--- config.mk ---
export PLATFORM = sky130hd
export DESIGN_NAME = amb_denetleyici
export DESIGN_NICKNAME = d
export VERILOG_FILES = /design/src/rtl/amb_denetleyici_pkg.sv /design/src/rtl/amb_denetleyici.sv
export SDC_FILE = /design/constraint.sdc
export NUM_CORES = 1
export LEC_CHECK = 0
export CAP_MARGIN = 20
export CORE_MARGIN = 2
export CORE_UTILIZATION = 44
export CTS_CLUSTER_SIZE = 24
export DETAILED_ROUTE_END_ITERATION = 10
export PLACE_DENSITY = 0.85
export SYNTH_ARGS = -nofsm -noshare
export SYNTH_HDL_FRONTEND = slang
export SYNTH_SLANG_ARGS = --single-unit
--- constraint.sdc ---
create_clock -name clk_i -period 3.3 [get_ports clk_i]
set_clock_uncertainty 0.2 [all_clocks]
set_input_delay 0.495 -clock clk_i [delete_from_list [all_inputs] [get_ports clk_i]]
set_output_delay 0.495 -clock clk_i [all_outputs]
set_load 0.02 [all_outputs]
--- src/rtl/amb_denetleyici_pkg.sv ---
// Shared widths and state encoding for the ALU issue/write-back controller.
package amb_denetleyici_pkg;

  localparam int UOP_AMB_BIT = 5;

  typedef enum logic [1:0] {
    BOS   = 2'd0,
    CALIS = 2'd1,
    YAZ   = 2'd2
  } durum_e;

endpackage

--- src/rtl/amb_denetleyici.sv ---
// Issues one micro-op at a time to a neighbouring ALU, holds the operands until the
// ALU reports completion, then presents the result to write-back.
module amb_denetleyici
  import amb_denetleyici_pkg::*;
#(
  parameter int VERI_BIT  = 32,
  parameter int HEDEF_BIT = 5
) (
  input  logic                   clk_i,
  input  logic                   rst_i,
  input  logic [UOP_AMB_BIT-1:0] istek_kod_i,
  input  logic [VERI_BIT-1:0]    istek_islec1_i,
  input  logic [VERI_BIT-1:0]    istek_islec2_i,
  input  logic [HEDEF_BIT-1:0]   istek_hedef_i,
  input  logic                   istek_gecerli_i,
  output logic                   istek_hazir_o,
  output logic [UOP_AMB_BIT-1:0] amb_kod_o,
  output logic                   amb_kod_gecerli_o,
  output logic [VERI_BIT-1:0]    amb_islec1_o,
  output logic [VERI_BIT-1:0]    amb_islec2_o,
  input  logic [VERI_BIT-1:0]    amb_sonuc_i,
  input  logic                   amb_gecerli_i,
  output logic [VERI_BIT-1:0]    sonuc_o,
  output logic [HEDEF_BIT-1:0]   sonuc_hedef_o,
  output logic                   sonuc_gecerli_o,
  input  logic                   sonuc_hazir_i,
  input  logic                   temizle_i,
  output logic [31:0]            islem_sayisi_o
);

  durum_e                 r_durum;
  logic [UOP_AMB_BIT-1:0] r_kod;
  logic [VERI_BIT-1:0]    r_islec1;
  logic [VERI_BIT-1:0]    r_islec2;
  logic [VERI_BIT-1:0]    r_sonuc;
  logic [HEDEF_BIT-1:0]   r_hedef;
  logic                   r_kod_gecerli;
  logic                   r_sonuc_gecerli;
  logic [31:0]            r_sayac;
  logic                   w_kabul;

  // Ready is combinational so a drained result and the next request share one edge.
  assign istek_hazir_o = !temizle_i &&
                         ((r_durum == BOS) || ((r_durum == YAZ) && sonuc_hazir_i));
  assign w_kabul       = istek_hazir_o && istek_gecerli_i;

  // NOTE: every register here uses <= so all state advances together on the same edge.
  always_ff @(posedge clk_i) begin
    if (rst_i) begin
      r_durum         <= BOS;
      r_kod           <= '0;
      r_islec1        <= '0;
      r_islec2        <= '0;
      r_sonuc         <= '0;
      r_hedef         <= '0;
      r_kod_gecerli   <= 1'b0;
      r_sonuc_gecerli <= 1'b0;
      r_sayac         <= '0;
    end else if (temizle_i) begin
      r_durum         <= BOS;
      r_kod_gecerli   <= 1'b0;
      r_sonuc_gecerli <= 1'b0;
    end else if (w_kabul) begin
      // Reachable only from BOS or from a drained YAZ.
      r_durum         <= CALIS;
      r_kod           <= istek_kod_i;
      r_islec1        <= istek_islec1_i;
      r_islec2        <= istek_islec2_i;
      r_hedef         <= istek_hedef_i;
      r_kod_gecerli   <= 1'b1;
      r_sonuc_gecerli <= 1'b0;
    end else begin
      case (r_durum)
        CALIS: begin
          if (amb_gecerli_i) begin
            r_durum         <= YAZ;
            r_sonuc         <= amb_sonuc_i;
            r_kod_gecerli   <= 1'b0;
            r_sonuc_gecerli <= 1'b1;
            r_sayac         <= r_sayac + 32'd1;
          end
        end
        YAZ: begin
          if (sonuc_hazir_i) begin
            r_durum         <= BOS;
            r_sonuc_gecerli <= 1'b0;
          end
        end
        default: begin
          r_durum <= BOS;
        end
      endcase
    end
  end

  assign amb_kod_o         = r_kod;
  assign amb_islec1_o      = r_islec1;
  assign amb_islec2_o      = r_islec2;
  assign amb_kod_gecerli_o = r_kod_gecerli;
  assign sonuc_o           = r_sonuc;
  assign sonuc_hedef_o     = r_hedef;
  assign sonuc_gecerli_o   = r_sonuc_gecerli;
  assign islem_sayisi_o    = r_sayac;

endmodule

### After elaboration in Yosys (flattened, before gate mapping)

Index checks and enable logic that the tools add are counted.

| word-level totals | value |
|---|---|
| flip-flop bits (word level) | 142 |
| bits of input ports | 112 |
| output and inout port bits | 141 |
| logic and storage cells | 46 |

| operators by class | value |
|---|---|
| $add $sub $neg | 1 |
| equal/unequal tests | 6 |
| multiplexer cells | 10 |
| bitwise operators | 2 |
| reductions and logical operators | 17 |

Operators with widths:

| cell | count |
|---|---|
| 32-bit by 1-bit adder with 32-bit output (second input constant) | 1 |
| 2-bit AND reduction | 4 |
| 1-bit 2-to-1 mux | 6 |
| 3-bit != test (second input constant) | 2 |
| 2-bit nonzero test | 3 |
| 2-bit 2-to-1 mux | 2 |
| 2-bit != test (second input constant) | 2 |
| 2-bit case mux with 2 select lines | 1 |
| 4-bit AND reduction | 1 |
| 1-bit logical AND | 3 |
| 3-bit AND reduction | 1 |
| 3-bit OR reduction | 1 |
| 2-bit by 1-bit == test with 1-bit output (second input constant) | 1 |
| 2-bit == test (second input constant) | 1 |
| 2-bit zero test | 1 |
| 1-bit NOT | 2 |
| 1-bit case mux with 2 select lines | 1 |
| 2-bit OR reduction | 1 |
| 1-bit zero test | 1 |
| 1-bit logical OR | 1 |

### Depth between registers and ports, before layout

Gate-level depths: netlist (run 1).

| logic depth | value |
|---|---|
| word-level depth | 7 |
| depth in mapped cells | 7 |
| gate-level depth less buffers | 5 |

### Worst setup path after synthesis (run 1)

Ideal clock, no wire load.

| timing path | value |
|---|---|
| kind | input-to-reg |
| start point | in temizle_i |
| end point | reg r_sayac[27] (netlist: islem_sayisi_o[27]) |
| library setup time | 0.070 ns |
| arrival time | 2.063 ns |
| data required time | 3.030 ns |
| path slack | 0.967 ns |
| stages on the path | 6 |
| path buffers | 2 |
| path through | buf_6 nand4bb_1 buf_2 or4_4 or4_1 a21oi_1 |

| on the way | value |
|---|---|
| word-level cells in the longest chain between the ends | 5 |
| elaborated cells between the ends (all ways) | 6 |
| those cells by class | 2 x bitwise; 4 x reduce/logical |

RTL lines:

| what | line | text |
|---|---|---|
| from (decl) | amb_denetleyici.sv:27 | `input logic temizle_i,` |
| 1-bit zero test | amb_denetleyici.sv:43 | `assign istek_hazir_o = !temizle_i &&` |
| 1-bit logical AND | amb_denetleyici.sv:43 |  |
| 1-bit logical AND | amb_denetleyici.sv:45 | `assign w_kabul = istek_hazir_o && istek_gecerli_i;` |
| 1-bit NOT (no line) | -- |  |
| 4-bit AND reduction (no line) (*) | -- |  |
| to (signal assigned) | amb_denetleyici.sv:80 | `r_sayac <= r_sayac + 32'd1;` |
| to (decl) | amb_denetleyici.sv:39 | `logic [31:0] r_sayac;` |

Mark *: on every way between the ends. The rest lies on a longest branch, timed or not.
A chain may end at the register's enable or synchronous reset.

### Worst setup path in the final report (run 1)

| timing path | value |
|---|---|
| start point | in temizle_i |
| end point | out istek_hazir_o |

| on the way | value |
|---|---|
| word-level cells in the longest chain between the ends | 2 |

RTL lines:

| what | line | text |
|---|---|---|
| 1-bit zero test | amb_denetleyici.sv:43 |  |
| 1-bit logical AND | amb_denetleyici.sv:43 |  |
| to (decl) | amb_denetleyici.sv:16 | `output logic istek_hazir_o,` |

No other way between the ends.

==> metrics, run 1 <==
highest ir drop seen on vdd=0.473 mV; num ports=around 250; CP max stage delay=0.66 ns; Synth Register Bits=142; Worst R2R End=islem_sayisi_o[31]; Slew @ Worst Pin=between 0.5 and 0.6 ns; Unique masters post-synth=35; first-pass GRT wire length=25200 um; leakage power=2.93 nW; Hold Path Stages=2; Max Cap Violations=0; WL final=15900 um; Setup WS pre-CTS=0.445 ns; Worst EP arrival=1.98 ns; DP Area=7970 um2; Required @ worst endpoint=between 2 and 3 ns; Mapped Area=5340 um2; leading area contributor after synthesis=dfxtp_1; commonest non-fill, non-tap cell in the layout=clkdlybuf4s50_1; CTS Buf Count=17; WHS Endpoint=amb_islec1_o[1]; CP Depth=3; pin count of the biggest net entering global routing=67; CP startpoint=temizle_i; CP Cell Sequence=clkdlybuf4s50_1 > nor3_1 > clkdlybuf4s50_1; post-route ant nets=0; Core Rows=40; r2r startpoint=islem_sayisi_o[18]; share of cells above drive strength 1=5.04%; drt wl/cell=15.0 um; Slowest-stage cell, CP=clkdlybuf4s50_1; DR vias=5423; crit path max fanout=9; HP Class=reg2reg; Mean Syn Cell Area=7.99 um2; Post-layout nets=~1000; Clock Sinks=142; Final Cell Area=8580 um2; Via density=5.12; Die H=114 um; vias in the first global route=5203; Post-Syn Nets=781; Synth top area share=53.2%; setup TNS=0 ns; # resized after CTS=0; ranking of synthesized cells by area=dfxtp_1 53%, nand2_1 16%, a21oi_1 12%, clkbuf_1 3.0%, or4_1 2.1%; TritonRoute pass-1 iters=4; Setup crit end kind=primary output; Crit Path Class=in2out; GRT Util Overall=between 20% and 30%; endpoints failing setup=0; total design power=just over 0.004 W; die area=13000 um2; Final min period=approximately 2.7 ns; Clock Latency Late Sink=roughly 0.42 ns; buffer depth of the longest clock path=2; commonest non-fill, non-tap cells in the layout=251 x clkdlybuf4s50_1, 226 x nand2_1, 142 x dfxtp_1; sequential area share after synthesis=53.2%; crit-path leading delay family=buffers and inverters; Final Max Tran Viols=0; final hold slack=0.249 ns; port bufs=252; CP Launch Type=input port; reg-to-reg slack, setup=0.97 ns; overflow left after global routing=0; Clock Pin Slew Worst Setup and Hold Paths=approximately 0.05 ns; Synth Warn #=0; hpwl dp=between 10000 and 15000 um; final hold vios=0; initial core utilization=44.8%; achievable frequency=0.374 GHz; H-tree levels=4; Die Span X=114 um; antenna violations before repair=0; WP buf/inv=2; diodes inserted=0; Worst Min Path Start=amb_islec1_o[1]; status=complete, no violations; crit share post-route=81.0%; Core ar.=approximately 12000 um2; DR iter-0 viols=approximately 470; routability congestion estimate=0.829; Clock Root Buffer=clkbuf_16; Hold Buf Count CTS=0; final setup margin=0.628 ns; Remaining DRCs=0; PwrDens=485 nW/um2; cell count after synthesis=668; CP dominant cell by count=clkdlybuf4s50_1; Area growth, synth to finish=60.6%; TritonCTS clock tree=yes; number of setup buffers added after CTS=0; RSZ-0062 raised after global routing=false; Worst R2R Path Depth=4; Rel. slew slack=66.2%
-- routing by layer --
metal,vias to the layer above,GRT usage [%],share of wire [%]
met5,-,0,0
met4,0,7.89,0.95
met3,10,10.7,8.7
met2,177,41.7,50
met1,2512,27.4,40
li1,2724,-,-
-- worst max path at each step --
stage	endpoint	slack (ns)
finish	istek_hazir_o	0.63
global route	istek_hazir_o	0.50
CTS	istek_hazir_o	0.61
detailed placement	islem_sayisi_o[30]	0.44
global placement	islem_sayisi_o[27]	0.49
floorplan	islem_sayisi_o[27]	0.97
-- area by class of cell --
class	count	area, um2
multi-input cells	473	2300
inverters	4	15.0
repair buffers	262	2630
fillers	905	3330
clock inverters	6	105
flip-flops and latches	142	2840
well taps	147	184
clock buffers	26	499
-- worst reg2reg max path: stages, from the launching register on --
cell and delay (ns):
dfxtp_1 0.46, nand4_1 0.24, or4_1 0.61, nor4_1 0.33
mux2_2 0.37
-- per-stage QoR --
stage                     std cells  utilization (%)
after global routing           1060             72.0
after floorplan                 668                -
after global placement         1028             66.9
final                          1060             72.0
after detailed placement       1028             66.9
after CTS                      1060             72.0
-- Yosys cell counts --
library cell and number:
nor3_1 3, and2_1 4, inv_1 4, xor2_1 4, nand3b_1 1, buf_1 3
nand4_1 9, clkbuf_1 43, o31ai_1 14, nand4bb_1 1, mux2_2 3, nand3_1 12
and4bb_2 1, o21ai_0 8, or3_1 7, xnor2_1 3, or4_1 15, dfxtp_1 142
nor4b_1 2, clkbuf_2 1, o31a_1 1, or4b_2 1, buf_6 1, ha_1 1
or4_4 1, nor2b_1 3, and4_1 3, nor4_1 5, nand2_1 226, a211oi_1 1
nor2_1 11, a21boi_0 1, a21oi_1 130, buf_2 1, and3_1 2
-- cells by family (layout without fill, tap and decap cells) --
logic type,count (synthesis),count (layout),share of synthesized area (%)
fa+ha+maj,1,1,0.234
buf+inv,53,298,3.91
simple gates,307,307,25.5
compound gates,155,155,15.3
flops,142,142,53.2
mux,3,3,0.633
xor+xnor,7,7,1.15
-- power breakdown --
part	total (W)	switching, W	leakage [nW]	internal, W
combinational	0.000427	0.000196	1.48	0.000231
clock	0.00194	0.000678	0.298	0.00127
sequential	0.00179	0.0000233	1.15	0.00176
total	0.00416	0.000897	2.93	0.00326
-- sequential cells by signal (all words and copies together), names as in the netlist --
signal             flops
amb_islec1_o          32
amb_islec2_o          32
islem_sayisi_o        32
sonuc_o               32
amb_kod_o              5
sonuc_hedef_o          5
r_durum                2
amb_kod_gecerli_o      1
sonuc_gecerli_o        1
Note: power is estimated with default switching activity, not from simulation.
==> run 2: changes to the inputs <==
--- a/config.mk
+++ b/config.mk
@@ -7,10 +7,10 @@
 export LEC_CHECK = 0
 export CAP_MARGIN = 20
 export CORE_MARGIN = 2
-export CORE_UTILIZATION = 44
+export CORE_UTILIZATION = 37
 export CTS_CLUSTER_SIZE = 24
 export DETAILED_ROUTE_END_ITERATION = 10
-export PLACE_DENSITY = 0.85
+export PLACE_DENSITY = 0.76
 export SYNTH_ARGS = -nofsm -noshare
 export SYNTH_HDL_FRONTEND = slang
 export SYNTH_SLANG_ARGS = --single-unit
==> constraint.sdc (replaced) <==
create_clock -name clk_i -period 2.3 [get_ports clk_i]
set_clock_uncertainty 0.2 [all_clocks]
set_input_delay 0.345 -clock clk_i [delete_from_list [all_inputs] [get_ports clk_i]]
set_output_delay 0.345 -clock clk_i [all_outputs]
set_load 0.02 [all_outputs]
==> metrics, run 2 (synthesized netlist as in run 1, its figures left out) <==
CP Launch Type=register; pin count of the biggest net entering global routing=64 (-4.5%); H-tree levels=4 (unchanged); initial core utilization=38.2% (-6.7 points); overflow left after global routing=0 (unchanged); logic gate share of total power=10.8% (+0.5 points); diodes inserted=0 (unchanged); commonest non-fill, non-tap cell in the layout=clkdlybuf4s50_1; Final Cell Area=8750 um2 (+2.0%); CP Cell Sequence=nand4_1 > or4_1 > nor4_1 > mux2_2; leakage power=3.03 nW (+3.2%); # resized after CTS=1 (+1); Rel. slew slack=66.7% (+0.50 points); HP Class=in2reg; Slew @ Worst Pin=0.500 ns (-0.00757 ns); share of power burned in registers=44.2% (+1.2 points); crit path max fanout=5 (-4); highest ir drop seen on vdd=0.480 mV (+1.5%); Net Sw Frac=22.3% (+0.71 points); Remaining DRCs=0 (unchanged); endpoints failing setup=0 (unchanged); drt wl/cell=13.9 um (-7.5%); Final Max Tran Viols=0 (unchanged); DP Area=8200 um2 (+2.8%); Final Util=62.6% (-9.4 points); share of cells above drive strength 1=7.40% (+2.4 points); Final min period=2.18 ns; DR iter-0 viols=336 (-28%); Via density=4.83 (-5.7%); PwrDens=661 nW/um2 (+36%); Setup crit end kind=register; antenna violations before repair=0 (unchanged); Crit Path Class=reg2reg; Die H=124 um (+8.7%); Slowest-stage cell, CP=or4_1; RSZ-0062 raised after global routing=false; NetSw=0.00129 W (+44%); GRT Util Overall=20.3% (-4.1 points); Clock Power Share=44.9% (-1.9 points); achievable frequency=0.458 GHz; TritonCTS clock tree=yes; Worst EP arrival=2.28 ns (+0.30 ns); CP max stage delay=0.58 ns (-0.08 ns); routability congestion estimate=0.770 (-7.1%); Clock Latency Late Sink=0.41 ns (about the same); Clock Pin Slew Worst Setup and Hold Paths=0.06 ns (about the same); Clock Sinks=142 (unchanged); Int Power=0.00450 W (+38%); TritonRoute pass-1 iters=4 (unchanged); Die Span X=124 um (+8.7%); status=complete, no violations; Max Cap Violations=0 (unchanged); Core ar.=14000 um2 (+17%); buffer depth of the longest clock path=2 (unchanged); Core Rows=43 (+7.5%); die area=15400 um2 (+18%); port bufs=252 (unchanged); first-pass GRT wire length=24400 um (-3.1%); hpwl dp=10900 um (+1.9%); Area growth, synth to finish=63.9%; WL final=15500 um (-2.8%); DR vias=5372 (-0.94%); final hold vios=0 (unchanged); Post-layout nets=1036 (+2.3%); crit share post-route=94.9%; Hold Buf Count CTS=0 (unchanged); number of setup buffers added after CTS=0 (unchanged); commonest non-fill, non-tap cells in the layout=250 x clkdlybuf4s50_1, 226 x nand2_1, 142 x dfxtp_1; CTS Buf Count=17 (unchanged); Clock Root Buffer=clkbuf_16; vias in the first global route=5043 (-3.1%); Required @ worst endpoint=2.40 ns (-0.20 ns); post-route ant nets=0 (unchanged); num ports=253 (unchanged)
[run 2: final timing paths]
| path | from | to | slack (ns) | depth (start not counted) |
|---|---|---|---|---|
| min reg2reg | amb_islec1_o[9] | amb_islec1_o[9] | 0.25 | 2 |
| max reg2reg | islem_sayisi_o[21] | islem_sayisi_o[31] | 0.12 | 4 |
| max | islem_sayisi_o[21] | islem_sayisi_o[31] | 0.12 | 4 |
| min | rst_i | islem_sayisi_o[8] | 0.19 | 2 |
[run 2: final cells by class]
type / count / area [um2]
well taps: 180 / 225
multi-input cells: 473 / 2300
clock inverters: 8 / 92.6
flip-flops and latches: 142 / 2840
fillers: 1200 / 5240
inverters: 4 / 15.0
clock buffers: 21 / 460
repair buffers: 285 / 2820
[run 2: power by group through the flow]
| stage | registers (W) | logic [W] | clock network [W] |
|---|---|---|---|
| after floorplan | 0.00269 | 0.000160 | 0 |
| after global placement | 0.00261 | 0.000629 | 0 |
| after detailed placement | 0.00261 | 0.000631 | 0 |
| after CTS | 0.00256 | 0.000634 | 0.00266 |
| after global routing | 0.00257 | 0.000678 | 0.00276 |
| final | 0.00256 | 0.000628 | 0.00260 |
[run 2: routing by layer]
layer / global-route usage (%) / wire length (um)
met5: 0 / 0
met4: 8.01 / 279
met3: 8.88 / 1410
met2: 33.1 / 7370
met1: 23.3 / 6400
[run 2: worst max-delay path, delay by kind of cell (launching register included)]
kind	cells	cell delay, ns
flops	1	0.40
mux	1	0.37
simple gates	3	1.10
[run 2: stage by stage]
stage | power (W) | TNS [ns] | setup slack, ns | hold slack, ns | std cells
after detailed placement | 0.00324 | -10.09 | -0.228 | 0.245 | 1084
after CTS | 0.00585 | 0 | 0.0836 | 0.174 | 1113
after global placement | 0.00324 | -8.62 | -0.201 | 0.240 | 1084
after floorplan | 0.00285 | 0 | 0.108 | 0.281 | 668
final | 0.00579 | 0 | 0.118 | 0.191 | 1113
after global routing | 0.00601 | 0 | 0.00969 | 0.205 | 1113
==> run 3: changes to the inputs <==
--- a/config.mk
+++ b/config.mk
@@ -6,11 +6,14 @@
 export NUM_CORES = 1
 export LEC_CHECK = 0
 export CAP_MARGIN = 20
+export CELL_PAD_IN_SITES_DETAIL_PLACEMENT = 0
+export CELL_PAD_IN_SITES_GLOBAL_PLACEMENT = 1
 export CORE_MARGIN = 2
-export CORE_UTILIZATION = 37
+export CORE_UTILIZATION = 26
 export CTS_CLUSTER_SIZE = 24
 export DETAILED_ROUTE_END_ITERATION = 10
-export PLACE_DENSITY = 0.76
+export MAX_ROUTING_LAYER = met4
+export PLACE_DENSITY_LB_ADDON = 0.1
 export SYNTH_ARGS = -nofsm -noshare
 export SYNTH_HDL_FRONTEND = slang
 export SYNTH_SLANG_ARGS = --single-unit
==> metrics, run 3 (synthesized netlist as in run 1, its figures left out) <==
commonest non-fill, non-tap cell in the layout=clkdlybuf4s50_1; buffer depth of the longest clock path=2 (unchanged); Slowest-stage cell, CP=or4_4; hpwl dp=12500 um (+15%); Final Max Tran Viols=0 (unchanged); crit path max fanout=3 (-2); logic gate share of total power=10.5% (-0.3 points); CTS Buf Count=17 (unchanged); CP Cell Sequence=clkdlybuf4s50_1 > nand4bb_2 > or4_4 > or4_1 > a21oi_1; TritonRoute pass-1 iters=4 (unchanged); setup TNS=0 ns (unchanged); overflow left after global routing=0 (unchanged); highest ir drop seen on vdd=0.471 mV (-2.0%); non-filler cells, final=1206 (+8.4%); Setup WS pre-CTS=-0.238 ns (-0.00966 ns); WHS Endpoint=islem_sayisi_o[5]; WL final=17700 um (+14%); diodes inserted=0 (unchanged); Crit Path Class=in2reg; Core Rows=52 (+21%); Slew @ Worst Pin=0.520 ns (+0.0201 ns); initial core utilization=26.5% (-12 points); Worst EP arrival=2.28 ns (about the same); antenna violations before repair=0 (unchanged); Rel. slew slack=65.3% (-1.4 points); Post-layout nets=1036 (unchanged); Hold Path Stages=2 (unchanged); vias in the first global route=5400 (+7.1%); Int Power=0.00462 W (+2.8%); drt wl/cell=14.7 um (+5.6%); Area growth, synth to finish=67.3%; achievable frequency=0.467 GHz (+2.0%); CP Launch Type=input port; TritonCTS clock tree=yes; Worst R2R End=islem_sayisi_o[31]; post-route ant nets=0 (unchanged); Remaining DRCs=0 (unchanged); pin count of the biggest net entering global routing=47 (-27%); Clock Pin Slew Worst Setup and Hold Paths=0.06 ns (about the same); Hold Buf Count CTS=0 (unchanged); GRT Util Overall=16.7% (-3.5 points); CP startpoint=temizle_i; die area=21700 um2 (+41%); Clock Root Buffer=clkbuf_16; endpoints failing setup=0 (unchanged); Final Cell Area=8940 um2 (+2.1%); H-tree levels=4 (unchanged); Die Span X=147 um (+19%); Clock Power Share=47.2% (+2.3 points); Die H=147 um (+19%); share of power burned in registers=42.4% (-1.8 points); r2r startpoint=islem_sayisi_o[26]; RSZ-0062 raised after global routing=false; Inst Count DP=1174 (+8.3%); Required @ worst endpoint=2.44 ns (+0.04 ns); Worst Min Path Start=rst_i; num ports=253 (unchanged); reg-to-reg slack, setup=0.16 ns (+0.04 ns); CP max stage delay=0.56 ns (-0.02 ns); first-pass GRT wire length=28100 um (+15%); HP Class=in2reg; final setup margin=0.159 ns (+0.0417 ns); leakage power=3.05 nW (+0.83%); DR vias=5560 (+3.5%); share of cells above drive strength 1=7.69% (+0.30 points); Max Cap Violations=0 (unchanged); Setup crit end kind=register; DP Area=8330 um2 (+1.5%); status=complete, no violations; port bufs=252 (unchanged); Final min period=2.14 ns (-0.0417 ns); Core ar.=20200 um2 (+44%); crit share post-route=93.1% (-1.8 points); DR iter-0 viols=235 (-30%); routability congestion estimate=0.794 (+3.1%); NetSw=0.00142 W (+10%); Clock Latency Late Sink=0.42 ns (about the same); number of setup buffers added after CTS=0 (unchanged); Via density=4.61 (-4.5%); PwrDens=676 nW/um2 (+2.3%); final hold vios=0 (unchanged); commonest non-fill, non-tap cells in the layout=250 x clkdlybuf4s50_1, 226 x nand2_1, 142 x dfxtp_1; Net Sw Frac=23.5% (+1.2 points); Clock Sinks=142 (unchanged); Worst R2R Path Depth=4 (unchanged)
run 3: cell count changes in the layout (fill, tap and decap cells not counted), sizes merged:
cell    delta
bufinv     +1
inv        +4
clkinv     -2
run 3: worst max path at each step:
stage | cells past startpoint | end | slack, ns
floorplan | 4 | islem_sayisi_o[31] | 0.11
global placement | 5 | islem_sayisi_o[25] | -0.23
global route | 5 | islem_sayisi_o[29] | 0.05
finish | 5 | islem_sayisi_o[27] | 0.16
CTS | 4 | islem_sayisi_o[31] | 0.12
detailed placement | 5 | islem_sayisi_o[27] | -0.24
run 3: metal layers:
metal	GRT usage [%]	vias up	routed length [um]
li1	-	2771	-
met1	19.3	2576	7610
met2	27.1	188	8360
met3	6.34	25	1400
met4	5.19	0	338
met5	-	-	0
run 3: what timing repair did:
item / CTS / global route
cloned: 0 / 0
resized for setup: 1 / 1
pin swaps: 0 / 0
setup endpoints to repair: 1 / 1
hold endpoints to repair: 0 / 0
run 3: per-stage QoR:
step / total power (W) / util (%) / hold WS, ns
4_1_cts: 0.00614 / 44.3 / 0.103
3_5_place_dp: 0.00325 / 41.3 / 0.246
6_report: 0.00604 / 44.3 / 0.117
3_3_place_gp: 0.00324 / 41.3 / 0.242
5_1_grt: 0.00632 / 44.3 / 0.116
2_1_floorplan: 0.00285 / - / 0.281
run 3: cell type report:
class | count | area (um2)
repair buffers | 285 | 2830
inverters | 4 | 15.0
multi-input cells | 473 | 2310
clock buffers | 21 | 450
fillers | 2027 | 11200
well taps | 270 | 338
flip-flops and latches | 142 | 2840
clock inverters | 11 | 155
run 3: power groups by stage:
| stage | sequential (W) | combinational (W) | clock, W |
|---|---|---|---|
| floorplan | 0.00269 | 0.000160 | 0 |
| global placement | 0.00261 | 0.000632 | 0 |
| detailed placement | 0.00261 | 0.000637 | 0 |
| CTS | 0.00256 | 0.000640 | 0.00294 |
| global route | 0.00257 | 0.000681 | 0.00307 |
| finish | 0.00256 | 0.000632 | 0.00285 |
run 3: critical path, delay by kind of cell:
kind	cells	cell delay, ns
AND/OR/NAND/NOR	3	1.32
buffers and inverters	1	0.45
AO/OA/AOI/OAI	1	0.16
